## src/rtl/exc_commit_ctrl.sv

```systemverilog
// Writeback-stage exception/ertn commit controller: reports committed exceptions
// and ertn to the CSR file and holds the IF redirect until it is accepted.
module exc_commit_ctrl #(
    parameter int INT_W = 13,
    parameter int PC_W  = 32
) (
    input  logic             clk,
    input  logic             reset,
    input  logic             ws_valid,
    output logic             ws_allowin,
    input  logic [PC_W-1:0]  ws_pc,
    input  logic [PC_W-1:0]  ws_vaddr,
    input  logic             ws_adef,
    input  logic             ws_ine,
    input  logic             ws_sys,
    input  logic             ws_brk,
    input  logic             ws_ale,
    input  logic             ws_ertn,
    input  logic [INT_W-1:0] csr_estat_is,
    input  logic [INT_W-1:0] csr_ecfg_lie,
    input  logic             csr_crmd_ie,
    input  logic [PC_W-1:0]  csr_eentry,
    input  logic [PC_W-1:0]  csr_era,
    output logic             wb_ex,
    output logic [5:0]       wb_ecode,
    output logic [8:0]       wb_esubcode,
    output logic [PC_W-1:0]  wb_pc,
    output logic [PC_W-1:0]  wb_vaddr,
    output logic             ertn_flush,
    output logic             flush_valid,
    output logic [PC_W-1:0]  flush_target,
    input  logic             flush_ready
);

    typedef enum logic {IDLE, FLUSH} state_t;

    localparam logic [5:0] ECODE_INT  = 6'h00;
    localparam logic [5:0] ECODE_ADEF = 6'h08;
    localparam logic [5:0] ECODE_ALE  = 6'h09;
    localparam logic [5:0] ECODE_SYS  = 6'h0B;
    localparam logic [5:0] ECODE_BRK  = 6'h0C;
    localparam logic [5:0] ECODE_INE  = 6'h0D;

    state_t state;
    logic   int_pend;
    logic   commit;

    logic            exc_hit;
    logic [5:0]      exc_code;
    logic [PC_W-1:0] exc_vaddr;

    assign commit = ws_valid & ws_allowin;

    // Priority decode; the interrupt rides on whichever instruction commits.
    always_comb begin
        exc_hit   = 1'b1;
        exc_code  = ECODE_INT;
        exc_vaddr = '0;
        if (int_pend) begin
            exc_code = ECODE_INT;
        end else if (ws_adef) begin
            exc_code  = ECODE_ADEF;
            exc_vaddr = ws_pc;
        end else if (ws_ine) begin
            exc_code = ECODE_INE;
        end else if (ws_sys) begin
            exc_code = ECODE_SYS;
        end else if (ws_brk) begin
            exc_code = ECODE_BRK;
        end else if (ws_ale) begin
            exc_code  = ECODE_ALE;
            exc_vaddr = ws_vaddr;
        end else begin
            exc_hit = 1'b0;
        end
    end

    always_ff @(posedge clk) begin
        if (!reset) begin
            state        <= IDLE;
            int_pend     <= 1'b0;
            ws_allowin   <= 1'b1;
            wb_ex        <= 1'b0;
            ertn_flush   <= 1'b0;
            flush_valid  <= 1'b0;
            wb_ecode     <= '0;
            wb_esubcode  <= '0;
            wb_pc        <= '0;
            wb_vaddr     <= '0;
            flush_target <= '0;
        end else begin
            int_pend   <= (|(csr_estat_is & csr_ecfg_lie)) & csr_crmd_ie;
            wb_ex      <= 1'b0;
            ertn_flush <= 1'b0;
            case (state)
                IDLE: begin
                    if (commit && exc_hit) begin
                        state        <= FLUSH;
                        ws_allowin   <= 1'b0;
                        flush_valid  <= 1'b1;
                        flush_target <= csr_eentry;
                        wb_ex        <= 1'b1;
                        wb_ecode     <= exc_code;
                        wb_esubcode  <= 9'd0;
                        wb_pc        <= ws_pc;
                        wb_vaddr     <= exc_vaddr;
                    end else if (commit && ws_ertn) begin
                        state        <= FLUSH;
                        ws_allowin   <= 1'b0;
                        flush_valid  <= 1'b1;
                        flush_target <= csr_era;
                        ertn_flush   <= 1'b1;
                    end
                end
                FLUSH: begin
                    // Target stays frozen until IF takes it; WB is stalled meanwhile.
                    if (flush_ready) begin
                        state       <= IDLE;
                        ws_allowin  <= 1'b1;
                        flush_valid <= 1'b0;
                    end
                end
                default: begin
                    state       <= IDLE;
                    ws_allowin  <= 1'b1;
                    flush_valid <= 1'b0;
                end
            endcase
        end
    end

endmodule

```

## config.mk

```make
export PLATFORM = sky130hd
export DESIGN_NAME = exc_commit_ctrl
export DESIGN_NICKNAME = d
export VERILOG_FILES = /design/src/rtl/exc_commit_ctrl.sv
export SDC_FILE = /design/constraint.sdc
export NUM_CORES = 1
export LEC_CHECK = 0
export BUFFER_PORTS_ARGS = -buffer_cell sky130_fd_sc_hd__buf_2
export CAP_MARGIN = 20
export CORE_ASPECT_RATIO = 0.9
export CORE_MARGIN = 2
export CORE_UTILIZATION = 24
export CTS_CLUSTER_SIZE = 14
export DETAILED_ROUTE_END_ITERATION = 8
export GPL_ROUTABILITY_DRIVEN = 0
export PLACE_DENSITY = 0.61
export SYNTH_ARGS = -nofsm -noshare
export SYNTH_HDL_FRONTEND = slang
export SYNTH_SLANG_ARGS = --single-unit
export TNS_END_PERCENT = 10
```

## constraint.sdc

```tcl
create_clock -name clk -period 2.1 [get_ports clk]
set_input_delay 0.315 -clock clk [delete_from_list [all_inputs] [get_ports clk]]
set_output_delay 0.315 -clock clk [all_outputs]
set_load 0.02 [all_outputs]
```

Yosys cells after proc, flatten, opt, wreduce, memory -nomap -nowiden
Cells that the tools add are included.
- $add $sub $neg: 0
- magnitude comparators: 0
- shift-type cells: 0
- bitwise gates (word level): 5
- equality and inequality tests: 2
- reduce and logical (&&, ||, !) cells: 9
- $mul: 0
- divide/modulo/power cells: 0
- muxes and demuxes: 33
- operators with widths (kind ; number):
    two-way mux 32 bit ; 8
    two-way mux 4 bit ; 6
    two-way mux 1 bit ; 16
    bitwise AND 13 bit ; 1
    OR reduction 13 bit ; 1
    one-hot mux 1 bit (2 select lines) ; 3
    AND reduction 2 bit ; 3
    != test 3 bit, second input constant ; 1
    OR reduction 3 bit ; 1
    bitwise AND 1 bit ; 2
    logical AND 1 bit ; 2
    != test 2 bit, second input constant ; 1
    inverter 1 bit ; 2
    nonzero test 2 bit ; 1
    OR reduction 2 bit ; 1
- output and inout port bits: 115
- input port bits: 165
- bits in registers: 108
- bits in writable memories: 0
- memories kept: 0
- bits in read-only memories: 0
- word-level logic and storage cells: 59
- latch bits: 0

Longest topological paths before layout
- depth after elaboration: 9
- depth in mapped cells: 7
- mapped depth without buffers: 4

Worst setup path after synthesis
Ideal clock, no wire load.
- path type: flip-flop to flip-flop
- start point: reg ws_allowin
- end point: reg wb_pc[15]
- library setup time: 0.070 ns
- arrival: 1.598 ns
- path slack: 0.432 ns
- stages on the path, launching flop included: 8
- required time: 2.030 ns
- path buffers: 3
- clock period less this slack: 1.668 ns
- cells stage by stage: dfxtp_1 -> and3b_1 -> buf_2 -> a21boi_1 -> buf_2 -> buf_2 -> nand2_1 -> a21boi_1
- cells in the longest elaborated chain, start to end: 3
- RTL lines (what ; line ; text):
    from (decl) ; 10 ; output logic ws_allowin,
    from (signal assigned) ; 82 ; ws_allowin <= 1'b1;
    from (signal assigned) ; 99 ; ws_allowin <= 1'b0;
    from (signal assigned) ; 109 ; ws_allowin <= 1'b0;
    bitwise AND 1 bit ; 52 ; assign commit = ws_valid & ws_allowin;
    logical AND 1 bit ; 97 ; if (commit && exc_hit) begin
    AND reduction 2 bit (no line) ; -- ;
    to (signal assigned) ; 105 ; wb_pc <= ws_pc;
    to (decl) ; 27 ; output logic [PC_W-1:0] wb_pc,
No other way between the ends.
A chain may end at the register's enable or synchronous reset.

Final worst setup path
- start point: reg int_pend
- end point: reg flush_target[4]
- cells in the longest elaborated chain, start to end: 4
- elaborated cells between the ends (all ways): 5
- classes of those cells: 2 x mux; 3 x reduce/logical
- RTL lines (what ; line ; text):
    from (decl) ; 45 ; logic int_pend;
    from (signal assigned) ; 92 ; int_pend <= (|(csr_estat_is & csr_ecfg_lie)) & csr_crmd_ie;
    two-way mux 1 bit (*) ; 59 ; if (int_pend) begin
    logical AND 1 bit (*) ; 97 ;
    nonzero test 2 bit (no line) ; -- ;
    AND reduction 2 bit (no line) ; -- ;
    to (signal assigned) ; 101 ; flush_target <= csr_eentry;
    to (signal assigned) ; 111 ; flush_target <= csr_era;
    to (decl) ; 31 ; output logic [PC_W-1:0] flush_target,
Every way passes the cells marked *; elsewhere a longest branch is shown, timed or not.

==> impl_summary.log <==
INFO  metric yosys.cell_types.count = 32
INFO  metric timing.max_slew.rel_slack = 62.4%
INFO  metric critical_path_required = 2.32 ns
INFO  metric synth.cell_area = 4380 um2
INFO  metric synth_sequential_area_ratio = 48.5%
INFO  metric finalSetupTns = 0 ns
INFO  metric detailed_place.area = 5930 um2
INFO  metric clock_skew = 0.00719 ns
INFO  metric min-delay-start = csr_crmd_ie
INFO  metric post-cts-setup-buffer-count = 0
INFO  metric cts_made_buffers = 9
INFO  metric mostFrequentLayoutCell = sky130_fd_sc_hd__buf_2
INFO  metric reg2reg_capture_point = flush_target[4]
INFO  metric ant_nets = 0
INFO  metric crit_path_capture_type = register
INFO  metric cap_violations = 0
INFO  metric synthesis.instances = 530
INFO  metric grt_pass1_wl = 22500 um
INFO  metric timing_hold_violations_final = 0
INFO  metric leading_register_cell_type_out_of_synthesis = sky130_fd_sc_hd__dfxtp_1
INFO  metric status = finished clean
INFO  metric routed-via-count = 4610
INFO  metric clk_root_buffer_cell = sky130_fd_sc_hd__clkbuf_16
INFO  metric drt_pass1_iterations = 6
INFO  metric globalRouteTotalUtil = 14.2%
INFO  metric final_period_minus_worst_setup_slack = 1.75 ns
INFO  metric path_clk_slew = 0.07 ns
INFO  metric critical_path.max_stage_delay = 0.46 ns
INFO  metric floorplan.rows = 46
INFO  metric post_cts_resized = 0
INFO  metric grt_start_max_net_pins = 107
INFO  metric critical_path.n_buffers_inverters = 1
INFO  metric first_iter_violations = 189
INFO  metric ys_top_cells_by_area = sky130_fd_sc_hd__dfxtp_1 (48%), sky130_fd_sc_hd__nand2_1 (12%), sky130_fd_sc_hd__o21ai_0 (7.4%)
INFO  metric most_used_cells_in_the_layout_excluding_fill_and_tap_cells = sky130_fd_sc_hd__buf_2 (268), sky130_fd_sc_hd__nand2_1 (136), sky130_fd_sc_hd__dfxtp_1 (106)
INFO  metric drive_above_1_share = 38.6%
INFO  metric timing.fmax = 572 MHz
INFO  metric synth_enable_flop_cells = 0
INFO  metric die_w = 146 um
INFO  metric die_height = 132 um
INFO  metric portBuffers = 268
INFO  metric timing.critical_path.slowest_stage_cell = sky130_fd_sc_hd__or4_4
INFO  metric worstReg2RegStart = int_pend
INFO  metric fp.coreArea = 17700 um2
INFO  metric ff2ff_setup_slack = 0.35 ns
INFO  metric clock_tree.buffer_depth = 2
INFO  metric postCtsHoldBufs = 0
INFO  metric antenna_violations_before_repair = 0
INFO  metric holdPathEnd = int_pend
INFO  metric count_of_state_elements_after_synthesis = 106
INFO  metric drt-vias-per-instance = 4.54
INFO  metric area_growth_syn_to_layout = 42.9%
INFO  metric place.detailed.hpwl = 9710 um
INFO  metric gr-total-overflow = 0
INFO  metric reported_leakage_power = 2.99 nW
INFO  metric r2r.worst_path.cells = 5
INFO  metric post-route-period-util = 83.2%
INFO  metric routedWlPerCell = 13.8 um
INFO  metric setup-violations-final = 0
INFO  metric route.detailed.drc = 0
INFO  metric critical_path.top_delay_family = compound AO/OA/AOI/OAI gates
INFO  metric worstPathCellList = or4_4, o31a_2, buf_12, o21ai_0, a31oi_1
INFO  metric insertion_delay = 0.35 ns
INFO  metric yosys.area.top_type = sky130_fd_sc_hd__dfxtp_1
INFO  metric clock_sink_count = 106
INFO  metric first_global_vias = 4410
INFO  metric path_class_of_the_lowest_slack_min_delay_path = primary input to register
INFO  metric ys_warn_count = 0
INFO  metric worst_setup_start_kind = register
INFO  metric final_design_area_no_fill = 6250 um2
INFO  metric drv_slew = 0
INFO  metric cp_data_arrival_time = 1.97 ns
INFO  metric worst-setup-path-type = register to register
INFO  metric worstHoldPathCells = 3
INFO  metric layout.filler_cells = 1910
INFO  metric power.ir.vdd_worst = 0.000415 V
INFO  metric floorplan.io_pins = 280
INFO  metric tritoncts = built
INFO  metric netlist.area_leader.share = 48.5%
INFO  metric power.density = 848 nW/um2
INFO  metric start_util = 24.7%
INFO  metric cp_max_fo = 67
INFO  metric final_net_count = 936
INFO  metric worstMarginPinSlew = 0.561 ns
INFO  metric design.die.area = 19300 um2
INFO  metric maximum_level_of_the_cts_h_tree = 3
INFO  metric asr_flop_ratio_synth = 0%
INFO  metric drt-total-wl = 14000 um
INFO  metric grt_setup_unrepaired = false
INFO  metric avgSynthCellArea = 8.26 um2
==> cells in the mapped netlist (2+ instances only) <==
cell and n:
sky130_fd_sc_hd__a21boi_1 31, sky130_fd_sc_hd__o21ai_0 65, sky130_fd_sc_hd__buf_2 8, sky130_fd_sc_hd__a221oi_1 34
sky130_fd_sc_hd__nand2_1 136, sky130_fd_sc_hd__nor2b_1 5, sky130_fd_sc_hd__a22oi_1 2, sky130_fd_sc_hd__a21boi_0 5
sky130_fd_sc_hd__buf_6 4, sky130_fd_sc_hd__clkbuf_1 30, sky130_fd_sc_hd__dfxtp_1 106, sky130_fd_sc_hd__and2_1 2
sky130_fd_sc_hd__buf_4 15, sky130_fd_sc_hd__a31oi_1 33, sky130_fd_sc_hd__a21oi_1 3, sky130_fd_sc_hd__nor2_1 35
==> per-layer routing <==
| metal | vias to the layer above | track usage [%] | part of all wire [%] |
|---|---|---|---|
| met4 | 0 | 4.05 | 1.1 |
| met3 | 8 | 4.91 | 8.9 |
| met5 | - | 0 | 0 |
| li1 | 2328 | - | - |
| met2 | 207 | 23.2 | 45 |
| met1 | 2067 | 17.8 | 45 |
==> worst reg2reg max path, cell delays in order, from the launching register on <==
cell	delay, ns
sky130_fd_sc_hd__dfxtp_1	0.35
sky130_fd_sc_hd__or4_4	0.46
sky130_fd_sc_hd__o31a_2	0.36
sky130_fd_sc_hd__buf_12	0.19
sky130_fd_sc_hd__o21ai_0	0.22
sky130_fd_sc_hd__a31oi_1	0.05
==> cell families (layout without fill, tap and decap cells) <==
kind of cell / Yosys count / in the layout / synth area share (%)
flops: 106 / 106 / 48.5
buf+inv: 57 / 292 / 7.09
other cells: 1 / 12 / 0.0857
simple gates: 184 / 184 / 16.7
compound gates: 182 / 182 / 27.6
==> how the worst max path moves through the flow <==
stage               cells past startpoint          endpoint  slack (ns)        from
finish                                  5   flush_target[4]        0.35    int_pend
global route                            5   flush_target[9]        0.23    int_pend
CTS                                     5       wb_ecode[0]        0.34  ws_allowin
detailed placement                      6  flush_target[10]        0.15      ws_ine
global placement                        6   flush_target[0]        0.18      ws_ine
floorplan                               7         wb_pc[15]        0.43  ws_allowin
==> layout make-up <==
cell class / count / area [um2] / area share, %
antenna: 1 / 2.50 / 0.0400
clock buffer: 9 / 225 / 3.60
clock inverter: 6 / 98.8 / 1.58
multi-input combinational: 377 / 2010 / 32.1
sequential: 106 / 2120 / 33.9
tap: 240 / 300 / 4.80
timing repair buffer: 277 / 1500 / 23.9
==> registers in the layout (all words and copies together) (netlist names) <==
name / count
wb_ex: 1
int_pend: 1
wb_vaddr: 32
state: 1
wb_ecode: 4
ws_allowin: 1
flush_valid: 1
wb_pc: 32
flush_target: 32
ertn_flush: 1
==> power breakdown <==
part / switching (mW) / internal [mW] / total, mW
Sequential: 0.0870 / 2.19 / 2.28
Clock: 0.795 / 1.06 / 1.85
Combinational: 0.727 / 0.442 / 1.17
Total: 1.61 / 3.70 / 5.30
==> stage by stage <==
| stage | cells | utilization (%) | setup slack [ns] | total power, mW | hold WS (ns) |
|---|---|---|---|---|---|
| floorplan | 540 | - | 0.432 | 3.03 | 0.440 |
| global placement | 1000 | 33.4 | 0.177 | 3.50 | 0.438 |
| detailed placement | 1000 | 33.4 | 0.149 | 3.50 | 0.442 |
| CTS | 1015 | 35.3 | 0.338 | 5.40 | 0.171 |
| global route | 1015 | 35.3 | 0.225 | 5.60 | 0.187 |
| finish | 1016 | 35.3 | 0.352 | 5.30 | 0.197 |
(Power assumes the default switching activity.)
